File: src/rtl/demux1to4_stream_if.sv
// demux1to4_stream_if: producer word/select handshake plus four independent consumer channels.
interface demux1to4_stream_if #(parameter int N = 24);
    logic [N-1:0] d;
    logic [1:0]   sel;
    logic         in_valid;
    logic         in_ready;
    logic [N-1:0] y0, y1, y2, y3;
    logic [3:0]   out_valid;
    logic [3:0]   out_ready;
    modport slave (
        input  d, sel, in_valid, out_ready,
        output in_ready, y0, y1, y2, y3, out_valid
    );
    modport master (
        output d, sel, in_valid, out_ready,
        input  in_ready, y0, y1, y2, y3, out_valid
    );
endinterface

File: src/rtl/demux1to4_stream.sv
// demux1to4_stream: routes one stream into four one-entry holding slots with per-channel handshake.
// DEMUX1TO4_RR_EN: destination from an internal round-robin pointer instead of sel.
module demux1to4_stream #(parameter int N = 24) (
    input logic               clk,
    input logic               rst_n,
    demux1to4_stream_if.slave bus
);
    logic [3:0]   v_q, v_d;
    logic [N-1:0] y_q [4];
    logic [1:0]   dst;
    logic         rdy, acc;
`ifdef DEMUX1TO4_RR_EN
    logic [1:0] ptr_q, ptr_d;
    assign dst   = ptr_q;
    assign ptr_d = ptr_q + {1'b0, acc};
    always_ff @(posedge clk or negedge rst_n) begin
        if (!rst_n) ptr_q <= 2'd0;
        else        ptr_q <= ptr_d;
    end
`else
    assign dst = bus.sel;
`endif
    // A full slot can still accept when its consumer drains on the same edge.
    assign rdy = ~v_q[dst] | bus.out_ready[dst];
    assign acc = bus.in_valid & rdy;
    always_comb begin
        v_d = v_q & ~bus.out_ready;
        if (acc) v_d[dst] = 1'b1;
    end
    always_ff @(posedge clk or negedge rst_n) begin
        if (!rst_n) begin
            v_q <= 4'b0000;
            for (int i = 0; i < 4; i++) y_q[i] <= '0;
        end else begin
            v_q <= v_d;
            if (acc) y_q[dst] <= bus.d;
        end
    end
    assign bus.in_ready  = rdy;
    assign bus.out_valid = v_q;
    assign bus.y0        = y_q[0];
    assign bus.y1        = y_q[1];
    assign bus.y2        = y_q[2];
    assign bus.y3        = y_q[3];
endmodule

File: src/flat_wrapper.sv
// flat-port wrapper written by rule: the top's interface ports become plain ports
module demux1to4_stream_flat 
#(parameter int N = 24)
  (clk, rst_n, bus_d, bus_sel, bus_in_valid, bus_out_ready, bus_in_ready, bus_y0, bus_y1, bus_y2, bus_y3, bus_out_valid);
  demux1to4_stream_if #(.N(N)) bus_i ();
  input logic clk;
  input logic rst_n;
  input wire logic [$bits(bus_i.d)-1:0] bus_d;
  input wire logic [$bits(bus_i.sel)-1:0] bus_sel;
  input wire logic [$bits(bus_i.in_valid)-1:0] bus_in_valid;
  input wire logic [$bits(bus_i.out_ready)-1:0] bus_out_ready;
  output wire logic [$bits(bus_i.in_ready)-1:0] bus_in_ready;
  output wire logic [$bits(bus_i.y0)-1:0] bus_y0;
  output wire logic [$bits(bus_i.y1)-1:0] bus_y1;
  output wire logic [$bits(bus_i.y2)-1:0] bus_y2;
  output wire logic [$bits(bus_i.y3)-1:0] bus_y3;
  output wire logic [$bits(bus_i.out_valid)-1:0] bus_out_valid;
  assign bus_i.d = bus_d;
  assign bus_i.sel = bus_sel;
  assign bus_i.in_valid = bus_in_valid;
  assign bus_i.out_ready = bus_out_ready;
  assign bus_in_ready = bus_i.in_ready;
  assign bus_y0 = bus_i.y0;
  assign bus_y1 = bus_i.y1;
  assign bus_y2 = bus_i.y2;
  assign bus_y3 = bus_i.y3;
  assign bus_out_valid = bus_i.out_valid;
  demux1to4_stream #(.N(N)) u_core (.clk(clk), .rst_n(rst_n), .bus(bus_i));
endmodule
File: config.mk
export PLATFORM = sky130hd
export DESIGN_NAME = demux1to4_stream_flat
export DESIGN_NICKNAME = d
export VERILOG_FILES = /design/src/rtl/demux1to4_stream_if.sv /design/src/rtl/demux1to4_stream.sv /design/src/flat_wrapper.sv
export SDC_FILE = /design/constraint.sdc
export NUM_CORES = 1
export LEC_CHECK = 0
export CORE_MARGIN = 5
export CORE_UTILIZATION = 35
export CTS_CLUSTER_SIZE = 10
export DETAILED_ROUTE_END_ITERATION = 8
export SYNTH_ARGS = -nofsm -noshare
export SYNTH_HDL_FRONTEND = slang
export SYNTH_SLANG_ARGS = --single-unit
export TNS_END_PERCENT = 30
File: constraint.sdc
create_clock -name clk -period 1.8 [get_ports clk]
set_input_delay 0.18 -clock clk [delete_from_list [all_inputs] [get_ports clk]]
set_output_delay 0.18 -clock clk [all_outputs]
set_load 0.05 [all_outputs]
==> impl_results.md, run 1 <==
- DRT iter0 DRCs: 64
- Setup TNS: 0 ns
- Post-placement cell count: about 500
- Core Area: approximately 11000 µm²
- Post-Synthesis Cells: 224
- Pre-CTS WS: -0.03721 ns
- Worst slew pin tran: ~0.54 ns
- Tot GR Track Use: 0.1393
- RSZ-0062 raised after global routing: no
- Critical-path top delay cell: clkdlybuf4s50_1
- Power Total: roughly 7.6 mW
- Clk sinks: 100
- Max cap viols: 0
- Synth area leaders: dfrtp_1 (66%), mux2_2 (28%), buf_4 (0.99%)
- Syn Area/Cell: between 15 and 20 µm²
- Crit start category: flip-flop
- Wire per inst: 17.16 µm
- CP Cell Sequence: clkdlybuf4s50_1
- Global-route wire length before repair: between 10 and 15 mm
- #FFs+latches synth: 100
- Status: finished, final reports clean
- Mapped Nets: 257
- CTS buffer count: 9
- Vias in the first global route: roughly 2500
- CTS clk-pin slew, worst paths: approximately 0.10 ns
- Drt pass-1 iters: 4
- Largest net degree at the start of global routing: 39
- Post-synth top area cell: dfrtp_1
- P per Cell Area: ~1400 nW/µm²
- Clk root buf: clkbuf_8
- Synth top area share: 0.6605
- Top Ports: ~130
- Post-synth cell types: 15
- Worst clock skew: 0.009864 ns
- Drc violations: 0
- Hold WS: about 0.31 ns
- NumNets Final: between 400 and 500
- Die ar.: between 10000 and 15000 µm²
- Fmax: 582.7 MHz
- Wirelength, routed: 8.803 mm
- Cell Area, Synth: ~3800 µm²
- Layout cells sized above 1: 0.3405
- Final Hold Vio Count: 0
- Worst path depth: 1
- Final Setup Violations: 0
- Die H: ~110 µm
- Buf/Inv on CP: 1
- Initial antenna violation count: 0
- Gr ovfl total: 0
- FP Rows: 38
- Via-per-instance ratio: 4.575
- VDD IR-drop max: 0.5771 mV
- P&R area growth vs syn: 46.20%
- Critical Path Start: u_core.bus.y2[0]$_DFFE_PN0P_
- Synth Warn #: 0
- Gpl congestion: just over 0.7
- Worst slew margin: 0.6366
- CTS tree: built
- PnR worst setup slack: between 0.08 and 0.09 ns
- Final core utilization: 0.5155
- P_leak: about 2.3 nW
- Area after DPL: between 5000 and 6000 µm²
- Max FO, Critical Path: 2
- Via count: 2347
- # fillers: ~960
- CP endpoint kind: primary output
- Buffers inserted by post-CTS timing repair: 0
- Post-synthesis sequential area ratio: 0.6605
- Worst EP arrival: ~1.5 ns
- Commonest non-fill, non-tap cell in the layout: clkdlybuf4s50_1
- DPL Wire Length: 6.297 mm
- Antenna-violating nets left: 0
- Port Buffers: 133
- Diode count: 0
- Kind of critical path: reg -> out
- Commonest non-fill, non-tap cells in the layout: clkdlybuf4s50_1 (130), dfrtp_1 (100), mux2_2 (95), clkbuf_8 (9), buf_4 (7)
- Tmin final: roughly 1.7 ns
- Period utilization: 0.9534
- Clock latency at the later pin of the worst-skew pair: ~0.35 ns
- H-tree levels: 3
- Slew Limit Fails: 0
- Finished Cell Area: ~5500 µm²
- Peak per-stage delay on the critical path: 0.82 ns
- Cell Count, Final, Fillers Out: 513
- CP top delay family: buffers and inverters
- Worst R2R Path Depth: 4
- CP required: roughly 1.6 ns
- Critical register-to-register path startpoint: u_core.bus.out_valid[1]$_DFF_PN0_
- Initial Util: 0.3526
- Hold Crit Class: in -> async
- CTS max path bufs: 2
- Die Wd: 114.0 µm
==> cells in the mapped netlist <==
library cell    n
dfrtp_1       100
mux2_2         95
buf_4           5
nand2_1         5
buf_2           4
nand2b_1        4
buf_6           2
nor2b_1         2
and3_1          1
mux2_1          1
mux4_2          1
nand3_1         1
nand3b_2        1
nor3b_4         1
o21ai_0         1
==> worst reg2reg max path, delay by kind of cell, from the launching register on <==
| family | cells | cell delay [ns] |
|---|---|---|
| mux | 1 | 0.36 |
| buf+inv | 1 | 0.23 |
| simple gates | 2 | 0.35 |
| flops | 1 | 0.39 |
==> kinds of logic (layout without fill, tap and decap cells) <==
group,Yosys count,after routing,synth area share
AO/OA/AOI/OAI,1,1,0.001320
buffers and inverters,11,160,0.02114
flip-flops,100,100,0.6605
multiplexers,97,97,0.2913
AND/OR/NAND/NOR,15,15,0.02576
==> repair_timing <==
action / in CTS / in global routing
hold buffers: 1 / 0
resized for setup: 0 / 0
hold endpoints to repair: 32 / 0
==> area by class of cell <==
type,instances,area [µm²],area share
clock inverters,6,41.29,0.007454
flip-flops and latches,100,2502,0.4518
clock buffers,10,127.6,0.02304
well taps,140,175.2,0.03162
repair buffers,144,1484,0.2679
multi-input cells,113,1209,0.2182
==> per-layer routing <==
metal,track usage,wire (µm)
met1,0.1865,4073
met2,0.2170,3998
met3,0.04138,634
met4,0.04751,97
met5,0,0
==> path summary, 6_finish.rpt <==
check                                               endpoint  slack (ns)
max                                                bus_y2[0]        0.08
min                             u_core.bus.y0[6]$_DFFE_PN0P_        0.31
max reg2reg                    u_core.bus.y1[22]$_DFFE_PN0P_        0.35
min reg2reg                     u_core.bus.y1[5]$_DFFE_PN0P_        0.50
max in group asynchronous      u_core.bus.y0[15]$_DFFE_PN0P_        0.91
min in group clk           u_core.bus.out_valid[3]$_DFF_PN0_        0.48
==> state kept, by name (all words and copies together), names as in the netlist <==
signal,count
u_core.bus.out_valid,4
u_core.bus.y0,24
u_core.bus.y3,24
u_core.bus.y2,24
u_core.bus.y1,24
==> power breakdown <==
| part | switching [mW] | internal [mW] | total (mW) |
|---|---|---|---|
| combinational | 2.14 | 1.21 | 3.35 |
| clock | 0.766 | 0.501 | 1.27 |
| sequential | 0.234 | 2.71 | 2.94 |
| total | 3.14 | 4.42 | 7.55 |
Power figures use the tool's default switching activity.
==> run 2, diff against run 1 <==
--- a/config.mk
+++ b/config.mk
@@ -7,6 +7,7 @@
 export LEC_CHECK = 0
 export CORE_MARGIN = 5
 export CORE_UTILIZATION = 35
+export CTS_CLUSTER_DIAMETER = 40
 export CTS_CLUSTER_SIZE = 10
 export DETAILED_ROUTE_END_ITERATION = 8
 export SYNTH_ARGS = -nofsm -noshare
==> results of run 2 <==
No change in the layout: final DEF, timing and power equal those of run 1.
==> run 3, diff against run 2 <==
--- a/config.mk
+++ b/config.mk
@@ -10,6 +10,7 @@
 export CTS_CLUSTER_DIAMETER = 40
 export CTS_CLUSTER_SIZE = 10
 export DETAILED_ROUTE_END_ITERATION = 8
+export PLACE_DENSITY = 0.76
 export SYNTH_ARGS = -nofsm -noshare
 export SYNTH_HDL_FRONTEND = slang
 export SYNTH_SLANG_ARGS = --single-unit
==> impl_results.md, run 3 (synthesis gave the netlist of run 1 again) <==
- CTS buffer count: 9 (unchanged)
- Largest net degree at the start of global routing: 53 (+36%)
- Critical-path top delay cell: clkdlybuf4s50_1
- Top Ports: 134 (unchanged)
- Tmin final: 1.729 ns (+0.01324 ns)
- Worst slew margin: 0.6420 (+0.005386)
- DRT iter0 DRCs: 81 (+27%)
- FP Rows: 38 (unchanged)
- Worst clock skew: 0.007439 ns (-0.002425 ns)
- Status: finished, final reports clean
- Worst slew pin tran: 0.5361 ns (-0.007253 ns)
- Final Hold Vio Count: 0 (unchanged)
- P per Cell Area: 1404 nW/µm² (+2.9%)
- Tot GR Track Use: 0.1396 (+0.0002725)
- Kind of critical path: reg -> out
- Gr ovfl total: 0 (unchanged)
- H-tree levels: 3 (unchanged)
- Die Wd: 114.0 µm (unchanged)
- Net Sw Frac: 0.4016 (-0.01396)
- Core Area: 10750 µm² (unchanged)
- Antenna-violating nets left: 0 (unchanged)
- Worst EP arrival: 1.55 ns (about the same)
- P_leak: 2.368 nW (+3.2%)
- Wire per inst: 17.07 µm (-0.51%)
- Combinational cell fraction of total power: 0.426 (-0.017)
- Max cap viols: 0 (unchanged)
- Clock latency at the later pin of the worst-skew pair: 0.35 ns (about the same)
- Clk root buf: clkbuf_8
- Buffers inserted by post-CTS timing repair: 0 (unchanged)
- # fillers: 952 (-0.63%)
- Pre-CTS WS: -0.01193 ns (+0.02528 ns)
- Final core utilization: 0.5214 (+0.005938)
- Clk sinks: 100 (unchanged)
- Via count: 2373 (+1.1%)
- Buf/Inv on CP: 1 (unchanged)
- R2R Path End: u_core.bus.y1[3]$_DFFE_PN0P_
- CTS tree: built
- Drc violations: 0 (unchanged)
- CP top delay family: buffers and inverters
- Hold Crit Class: in -> async
- RSZ-0062 raised after global routing: no
- P&R area growth vs syn: 47.89%
- Clock share of power: 0.199 (+0.031)
- Peak per-stage delay on the critical path: 0.82 ns (about the same)
- NumNets Final: 402 (+0.25%)
- Worst R2R Setup Slack: 0.35 ns (about the same)
- Crit path capture: bus_y2[8]
- Worst path depth: 1 (unchanged)
- Max FO, Critical Path: 2 (unchanged)
- Commonest non-fill, non-tap cell in the layout: clkdlybuf4s50_1
- Critical Path Start: u_core.bus.y2[8]$_DFFE_PN0P_
- Diode count: 0 (unchanged)
- Vias in the first global route: 2603 (+3.3%)
- Sequential Power Share: 0.375 (-0.014)
- Port Buffers: 133 (unchanged)
- Gpl congestion: 0.7694 (+7.1%)
- Drt pass-1 iters: 4 (unchanged)
- CP Cell Sequence: clkdlybuf4s50_1
- Worst R2R Path Depth: 4 (unchanged)
- Period utilization: 0.9607 (+0.007358)
- Die ar.: 13010 µm² (unchanged)
- Hold WS: 0.3204 ns (+0.01186 ns)
- Layout cells sized above 1: 0.3503 (+0.009785)
- Power Total: 7.865 mW (+4.1%)
- PnR worst setup slack: 0.07071 ns (-0.01324 ns)
- Critical register-to-register path startpoint: u_core.bus.out_valid[1]$_DFF_PN0_
- Via-per-instance ratio: 4.617 (+0.91%)
- CP endpoint kind: primary output
- Commonest non-fill, non-tap cells in the layout: clkdlybuf4s50_1 (125), dfrtp_1 (100), mux2_2 (95), buf_4 (10), clkbuf_8 (9)
- Initial antenna violation count: 0 (unchanged)
- CP required: 1.62 ns (about the same)
- Pint: 4.707 mW (+6.6%)
- Switching Power: 3.158 mW (+0.61%)
- DPL Wire Length: 6.468 mm (+2.7%)
- Fmax: 578.3 MHz (-0.77%)
- CTS max path bufs: 2 (unchanged)
- Global-route wire length before repair: 14.16 mm (+1.2%)
- VDD IR-drop max: 0.6414 mV (+11%)
- Die H: 114.0 µm (unchanged)
- Wirelength, routed: 8.775 mm (-0.32%)
- CTS clk-pin slew, worst paths: 0.10 ns (about the same)
- Slew Limit Fails: 0 (unchanged)
- Final Setup Violations: 0 (unchanged)
- Crit start category: flip-flop
- Initial Util: 0.3526 (unchanged)
## run 3: what timing repair did
item,4_1_cts,5_1_grt
resized for setup,0,3
endpoints found under the setup margin,0,3
endpoints found under the hold margin,25,0
hold buffers,1,0
## run 3: worst min path at each step
stage | start | to | slack [ns]
6_report | rst_n | u_core.bus.out_valid[1]$_DFF_PN0_ | 0.32
5_1_grt | rst_n | u_core.bus.y2[0]$_DFFE_PN0P_ | 0.32
4_1_cts | rst_n | u_core.bus.out_valid[2]$_DFF_PN0_ | 0.30
3_5_place_dp | rst_n | u_core.bus.out_valid[2]$_DFF_PN0_ | 0.13
3_3_place_gp | rst_n | u_core.bus.out_valid[2]$_DFF_PN0_ | 0.13
2_1_floorplan | rst_n | u_core.bus.out_valid[0]$_DFF_PN0_ | -0.12
## run 3: cell type report
class                           count  area [µm²]  area share
Clock inverter                      7       98.84     0.01764
Timing Repair Buffer              145        1494      0.2666
Sequential cell                   100        2502      0.4466
Clock buffer                        9       123.9     0.02211
Multi-Input combinational cell    113        1209      0.2157
Tap cell                          140       175.2     0.03126
## run 3: per-layer routing
metal  track usage  wire length [µm]
met1        0.1760              3681
met5             0                 0
met3       0.05623               782
met4       0.03563                66
met2        0.2248              4245
## run 3: power by group through the flow
stage,Sequential (mW),Clock (mW),Combinational (mW)
2_1_floorplan,4.62,0,0.478
3_3_place_gp,2.98,0,3.34
3_5_place_dp,3.00,0,3.38
4_1_cts,2.96,1.63,3.39
5_1_grt,3.01,1.73,3.47
6_report,2.95,1.57,3.35
## run 3: metrics by stage
step           cell area, µm²  instances  TNS [ns]
2_1_floorplan            3789        224         0
3_3_place_gp             5363        497         0
3_5_place_dp             5363        497  -0.02597
4_1_cts                  5595        514         0
5_1_grt                  5603        514         0
6_report                 5603        514         0
